<file path="config.mk">
export PLATFORM = sky130hd
export DESIGN_NAME = i2s_row_streamer
export DESIGN_NICKNAME = d
export VERILOG_FILES = /design/src/rtl/i2s_streamer_pkg.sv /design/src/rtl/i2s_shift_out.sv /design/src/rtl/i2s_row_streamer.sv
export SDC_FILE = /design/constraint.sdc
export NUM_CORES = 1
export LEC_CHECK = 0
export CORE_MARGIN = 10
export CORE_UTILIZATION = 50
export CTS_BUF_LIST = sky130_fd_sc_hd__clkbuf_4 sky130_fd_sc_hd__clkbuf_8
export CTS_CLUSTER_SIZE = 25
export DETAILED_ROUTE_END_ITERATION = 8
export PLACE_DENSITY_LB_ADDON = 0.1
export SLEW_MARGIN = 20
export SYNTH_ARGS = -nofsm -noshare
export SYNTH_HDL_FRONTEND = slang
export SYNTH_HIERARCHICAL = 1
export SYNTH_SLANG_ARGS = --single-unit
</file>
<file path="constraint.sdc">
create_clock -name clk -period 2.6 [get_ports clk]
set_clock_uncertainty 0.05 [all_clocks]
set_input_delay 0.65 -clock clk [delete_from_list [all_inputs] [get_ports clk]]
set_output_delay 0.65 -clock clk [all_outputs]
set_load 0.03 [all_outputs]
</file>
<file path="src/rtl/i2s_streamer_pkg.sv">
// Shared types and constants for the I2S row streamer.
package i2s_streamer_pkg;

  localparam int unsigned HEADER_W = 16;
  localparam int unsigned WORD_W   = 16;
  localparam logic [1:0]  HDR_PAD  = 2'b00;

  typedef enum logic [2:0] {
    StIdle,
    StHeader,
    StData,
    StStall,
    StDone
  } state_e;

  // Words per frame: (nx + 1) * (ny + 1), range 1..256.
  function automatic logic [8:0] calc_words(input logic [3:0] nx, input logic [3:0] ny);
    logic [8:0] wx;
    logic [8:0] wy;
    wx = {5'd0, nx} + 9'd1;
    wy = {5'd0, ny} + 9'd1;
    return wx * wy;
  endfunction

endpackage

</file>
<file path="src/rtl/i2s_shift_out.sv">
// 16-bit parallel-load, MSB-first shift register driving the serial data line.
module i2s_shift_out
  import i2s_streamer_pkg::*;
(
  input  logic              clk,
  input  logic              rst_n,
  input  logic              load,
  input  logic              shift,
  input  logic [WORD_W-1:0] load_data,
  output logic              msb
);

  logic [WORD_W-1:0] sr_q;

  // Load has priority over shift; the register holds otherwise.
  always_ff @(posedge clk or negedge rst_n) begin
    if (!rst_n) begin
      sr_q <= '0;
    end else if (load) begin
      sr_q <= load_data;
    end else if (shift) begin
      sr_q <= {sr_q[WORD_W-2:0], 1'b0};
    end
  end

  assign msb = sr_q[WORD_W-1];

endmodule

</file>
<file path="src/rtl/i2s_row_streamer.sv">
// Streams one row frame (header + N pixel words) over a two-wire serial link.
// Each bit spans two clk cycles: i2s_clk low, then high.
// Build option: I2S_STREAMER_UNDERRUN_FILL_EN replaces the stall on a missing
// word with a zero fill word and a sticky underrun flag.
module i2s_row_streamer
  import i2s_streamer_pkg::*;
#(
  parameter int unsigned ROW_WRAP = 8
) (
  input  logic        clk,
  input  logic        rst_n,
  input  logic        start,
  input  logic [3:0]  num_modules_x,
  input  logic [3:0]  num_modules_y,
  input  logic [15:0] word_data,
  input  logic        word_valid,
  output logic        word_ready,
  output logic        i2s_clk,
  output logic        i2s_data,
  output logic        busy,
  output logic [5:0]  row_num,
  output logic        row_done,
  output logic        underrun
);

  state_e      state_q, state_d;
  logic        clk_q, clk_d;
  logic        busy_q, row_done_q;
  logic [5:0]  row_num_q, row_num_d;
  logic [3:0]  bit_cnt_q, bit_cnt_d;
  logic [8:0]  word_cnt_q, word_cnt_d;
  // Word count latched at start; later changes to num_modules_x/y are ignored.
  logic [8:0]  n_words_q, n_words_d;
  logic        sr_load, sr_shift;
  logic [WORD_W-1:0] sr_data;
  logic        last_bit_high;
  logic        words_left;
`ifdef I2S_STREAMER_UNDERRUN_FILL_EN
  logic        underrun_q, underrun_d;
`endif

  // High phase of the final bit of the word currently being shifted out.
  assign last_bit_high = clk_q && (bit_cnt_q == 4'hF);
  assign words_left    = (word_cnt_q != n_words_q);

  // Ready only in the cycle that the next word would be loaded.
  assign word_ready = (state_q == StStall) ||
                      (((state_q == StHeader) || (state_q == StData)) &&
                       last_bit_high && words_left);

  // Next-state, bit timing and shift register control.
  always_comb begin
    state_d    = state_q;
    clk_d      = 1'b0;
    row_num_d  = row_num_q;
    bit_cnt_d  = bit_cnt_q;
    word_cnt_d = word_cnt_q;
    n_words_d  = n_words_q;
    sr_load    = 1'b0;
    sr_shift   = 1'b0;
    sr_data    = '0;
`ifdef I2S_STREAMER_UNDERRUN_FILL_EN
    underrun_d = underrun_q;
`endif
    unique case (state_q)
      StIdle: begin
        if (start) begin
          state_d    = StHeader;
          n_words_d  = calc_words(num_modules_x, num_modules_y);
          word_cnt_d = '0;
          bit_cnt_d  = '0;
          sr_load    = 1'b1;
          sr_data    = {num_modules_x, num_modules_y, HDR_PAD, row_num_q};
        end
      end
      StHeader, StData: begin
        if (!clk_q) begin
          clk_d = 1'b1;
        end else if (bit_cnt_q != 4'hF) begin
          sr_shift  = 1'b1;
          bit_cnt_d = bit_cnt_q + 4'd1;
        end else if (!words_left) begin
          state_d   = StDone;
          row_num_d = (row_num_q == 6'(ROW_WRAP - 1)) ? 6'd0 : row_num_q + 6'd1;
        end else if (word_valid) begin
          state_d    = StData;
          sr_load    = 1'b1;
          sr_data    = word_data;
          word_cnt_d = word_cnt_q + 9'd1;
          bit_cnt_d  = '0;
        end else begin
`ifdef I2S_STREAMER_UNDERRUN_FILL_EN
          state_d    = StData;
          sr_load    = 1'b1;
          sr_data    = '0;
          word_cnt_d = word_cnt_q + 9'd1;
          bit_cnt_d  = '0;
          underrun_d = 1'b1;
`else
          // i2s_clk parks low and the data line keeps the last bit.
          state_d = StStall;
`endif
        end
      end
      StStall: begin
        if (word_valid) begin
          state_d    = StData;
          sr_load    = 1'b1;
          sr_data    = word_data;
          word_cnt_d = word_cnt_q + 9'd1;
          bit_cnt_d  = '0;
        end
      end
      StDone: begin
        state_d = StIdle;
      end
      default: begin
        state_d = StIdle;
      end
    endcase
  end

  // State and registered outputs.
  always_ff @(posedge clk or negedge rst_n) begin
    if (!rst_n) begin
      state_q    <= StIdle;
      clk_q      <= 1'b0;
      busy_q     <= 1'b0;
      row_done_q <= 1'b0;
      row_num_q  <= '0;
      bit_cnt_q  <= '0;
      word_cnt_q <= '0;
      n_words_q  <= '0;
    end else begin
      state_q    <= state_d;
      clk_q      <= clk_d;
      busy_q     <= (state_d != StIdle);
      row_done_q <= (state_d == StDone);
      row_num_q  <= row_num_d;
      bit_cnt_q  <= bit_cnt_d;
      word_cnt_q <= word_cnt_d;
      n_words_q  <= n_words_d;
    end
  end

`ifdef I2S_STREAMER_UNDERRUN_FILL_EN
  // Sticky underrun flag, cleared only by reset.
  always_ff @(posedge clk or negedge rst_n) begin
    if (!rst_n) begin
      underrun_q <= 1'b0;
    end else begin
      underrun_q <= underrun_d;
    end
  end

  assign underrun = underrun_q;
`else
  assign underrun = 1'b0;
`endif

  i2s_shift_out u_shift (
    .clk       (clk),
    .rst_n     (rst_n),
    .load      (sr_load),
    .shift     (sr_shift),
    .load_data (sr_data),
    .msb       (i2s_data)
  );

  assign i2s_clk  = clk_q;
  assign busy     = busy_q;
  assign row_done = row_done_q;
  assign row_num  = row_num_q;

endmodule

</file>
==> results.cfg <==
[critical_path]
ff2ff_path_depth = 6
critical-path-top-delay-family = adder cells
crit_chain = buf_8 -> ha_4 -> xnor2_2 -> or2_4 -> fa_1 -> fa_1 -> inv_2 -> fa_1 -> ha_4 -> nor2b_4 -> o21ai_2 -> a21oi_2 -> o21a_1 -> o31a_1
path_buf_inv = 2
rrSetupSlack_ns = 0.17
reg2reg_from = word_cnt_q[8]$_DFFE_PN0P_
crit_arrival_ns = 3.86
critPathRequiredTime_ns = 2.75
r2r-end = u_shift/sr_q[1]$_DFFE_PN0P_
critPathSlowestCell = fa_1
worstSetupPathType = in -> reg
endpoint_kind = flip-flop
max_stage_delay_ns = 0.55
cp-start-kind = input port
crit_fanout = 4
critPathMostFrequentCell = fa_1

[yosys]
yosys_most_used_dff = dfrtp_1
syn_avg_cell_area_sq_um = 9.494
yosys_warnings = 6
synthDominantCellAreaShare_pct = 35.05
synth_edf_count = 0
synthTopCellsByArea = dfrtp_1 (35%), ha_1 (7.7%), mux2i_1 (6.7%)
syn_inst = 376
ys_types = 56
synth_area_sq_um = 3570
synth_nets = 434
synth_top_cell_by_area = dfrtp_1
yosysSeqAreaShare_pct = 35.05
yosys_register_bits = 50
synth-async-reset-ratio_pct = 100.0

[floorplanning]
floorplan.die_area_sq_um = 10920
core-area_sq_um = 6869
dieHeight_um = 104.5
start_util_pct = 51.97
die_x_um = 104.5
ios = 40
std_cell_rows = 30

[timing]
tightest_slew_ns = 0.5136
max_freq_mhz = 269.7
timing.final.max_slew_violations = 0
rsz0062_at_grt = true
timing.final.ws_setup_ns = -1.107
period_needed_ns = 3.707
final_hold_viol_count = 0
setup_viol = 6
tns_ns = -5.162
slew-limit-headroom_pct = 65.76
whs_ns = 0.2526
period_share_pct = 142.6

[flow_run]
maxCapViolations = 0

[status]
status = finished with violations
violations = setup timing

[global_route]
grt_pass1_vias = 3053
grt_pass1_wl_um = 14740
grt_max_degree = 25
grt_overflow = 0
antenna_found_initial = 0
track_usage_pct = 16.01

[route]
vias = 3019
wl_per_cell_um = 15.83
drt_iter0_drc = 145
vias_per_cell = 5.479
wl_um = 8720
drt-pass1-iter-count = 4
drc = 0
ant_nets = 0

[cells_and_area]
most-common-layout-cells = dfrtp_1 (50), buf_4 (49), nand2_1 (47)
drive_gt1_share_pct = 22.86
nFillCells = 562
final_nets = 513
layout_commonest_cell = dfrtp_1
final_util_pct = 67.01
areaGrowthSynthToFinish_pct = 28.95
diodes = 0

[place]
io_buffers = 38
place.gp.congestion = 0.8760
dp_slack_ns = -2.025
hpwl_um = 6630

[cts]
root_buffer = clkbuf_8
clk_path_buf_depth = 2
cts_made_buffers = 5
htree_levels = 2
holdBufCountCts = 0
clk_pin_slew_ns = 0.10
clk-insertion-delay-late_ns = 0.31
cts_tree = yes
cts_sinks = 50

[pwr]
ir_drop_mv = 0.3746
power.total_w = 0.003457
p_leak_nw = 2.101
power.density_nw_per_um2 = 751.1

[hold_path]
hold_path.class = in -> async
synthesized netlist by cell type (4+ instances only):
cell       n
a21oi_1   10
a22o_1    14
and3_1     5
buf_6      4
clkbuf_1   6
dfrtp_1   50
fa_1       8
ha_1      22
inv_1     16
mux2i_1   24
nand2_1   47
nand2b_1   8
nand3_1   12
nand4_1    4
nor2_1    33
o21ai_0   17
o21ai_1    9
o41ai_1    4
or2_2      5
xnor2_1   16
xor2_1     6
worst max path at each step:
stage                                start                  endpoint  slack, ns  cells after the start
after floorplan           num_modules_x[1]  n_words_q[7]$_DFFE_PN0P_      -1.32                     12
after CTS                 num_modules_y[1]  n_words_q[8]$_DFFE_PN0P_      -1.12                     14
final                     num_modules_y[0]  n_words_q[8]$_DFFE_PN0P_      -1.11                     14
after detailed placement  num_modules_x[1]  n_words_q[8]$_DFFE_PN0P_      -2.02                     14
after global placement    num_modules_x[1]  n_words_q[8]$_DFFE_PN0P_      -1.99                     14
after global routing      num_modules_y[0]  n_words_q[8]$_DFFE_PN0P_      -1.19                     14
kinds of logic (layout without fill, tap and decap cells):
family	count (synthesis)	in the layout	share of synthesized area [%]
simple gates	135	135	18.58
compound gates	78	78	15.25
flops	50	50	35.05
buf+inv	32	111	4.977
fa+ha+maj	30	30	12.20
mux	27	27	7.676
xor+xnor	23	23	6.169
other cells	1	1	0.1051
repair_timing:
action	CTS	global route
endpoints found under the setup margin	7	7
resized for setup	50	11
gates cloned	0	0
setup buffers	3	5
pin swaps	22	9
per-layer routing:
metal | up-vias | global-route usage (%) | routed length, um
li1 | 1476 | - | -
met1 | 1483 | 20.41 | 4022
met2 | 49 | 26.86 | 4300
met3 | 11 | 2.788 | 243
met4 | 0 | 4.672 | 153
met5 | - | 0 | 0
flip-flops by register name, indices dropped and copies added, names as in the netlist:
register / cells
bit_cnt_q: 4
busy: 1
i2s_clk: 1
n_words_q: 9
row_done: 1
row_num: 6
state_q: 3
u_shift/sr_q: 16
word_cnt_q: 9
power by group:
part / switching [W] / internal [W] / total [W]
logic: 0.000932 / 0.000850 / 0.00178
registers: 0.000208 / 0.00101 / 0.00122
clock network: 0.000269 / 0.000184 / 0.000454
total: 0.00141 / 0.00205 / 0.00346
metrics by stage:
stage               area [sq um]  instances
finish                      4603        551
detailed placement          4352        537
CTS                         4502        546
global route                4603        551
global placement            4352        537
floorplan                   3641        376
final cells by class:
| type | count | area, sq um | share of cell area (%) |
|---|---|---|---|
| repair buffers | 88 | 777.0 | 16.88 |
| flip-flops and latches | 50 | 1251 | 27.18 |
| well taps | 96 | 120.1 | 2.609 |
| clock buffers | 5 | 68.82 | 1.495 |
| clock inverters | 2 | 15.01 | 0.3262 |
| multi-input cells | 294 | 2311 | 50.20 |
| inverters | 16 | 60.06 | 1.305 |
No activity file was read; power rests on OpenSTA's default activity.
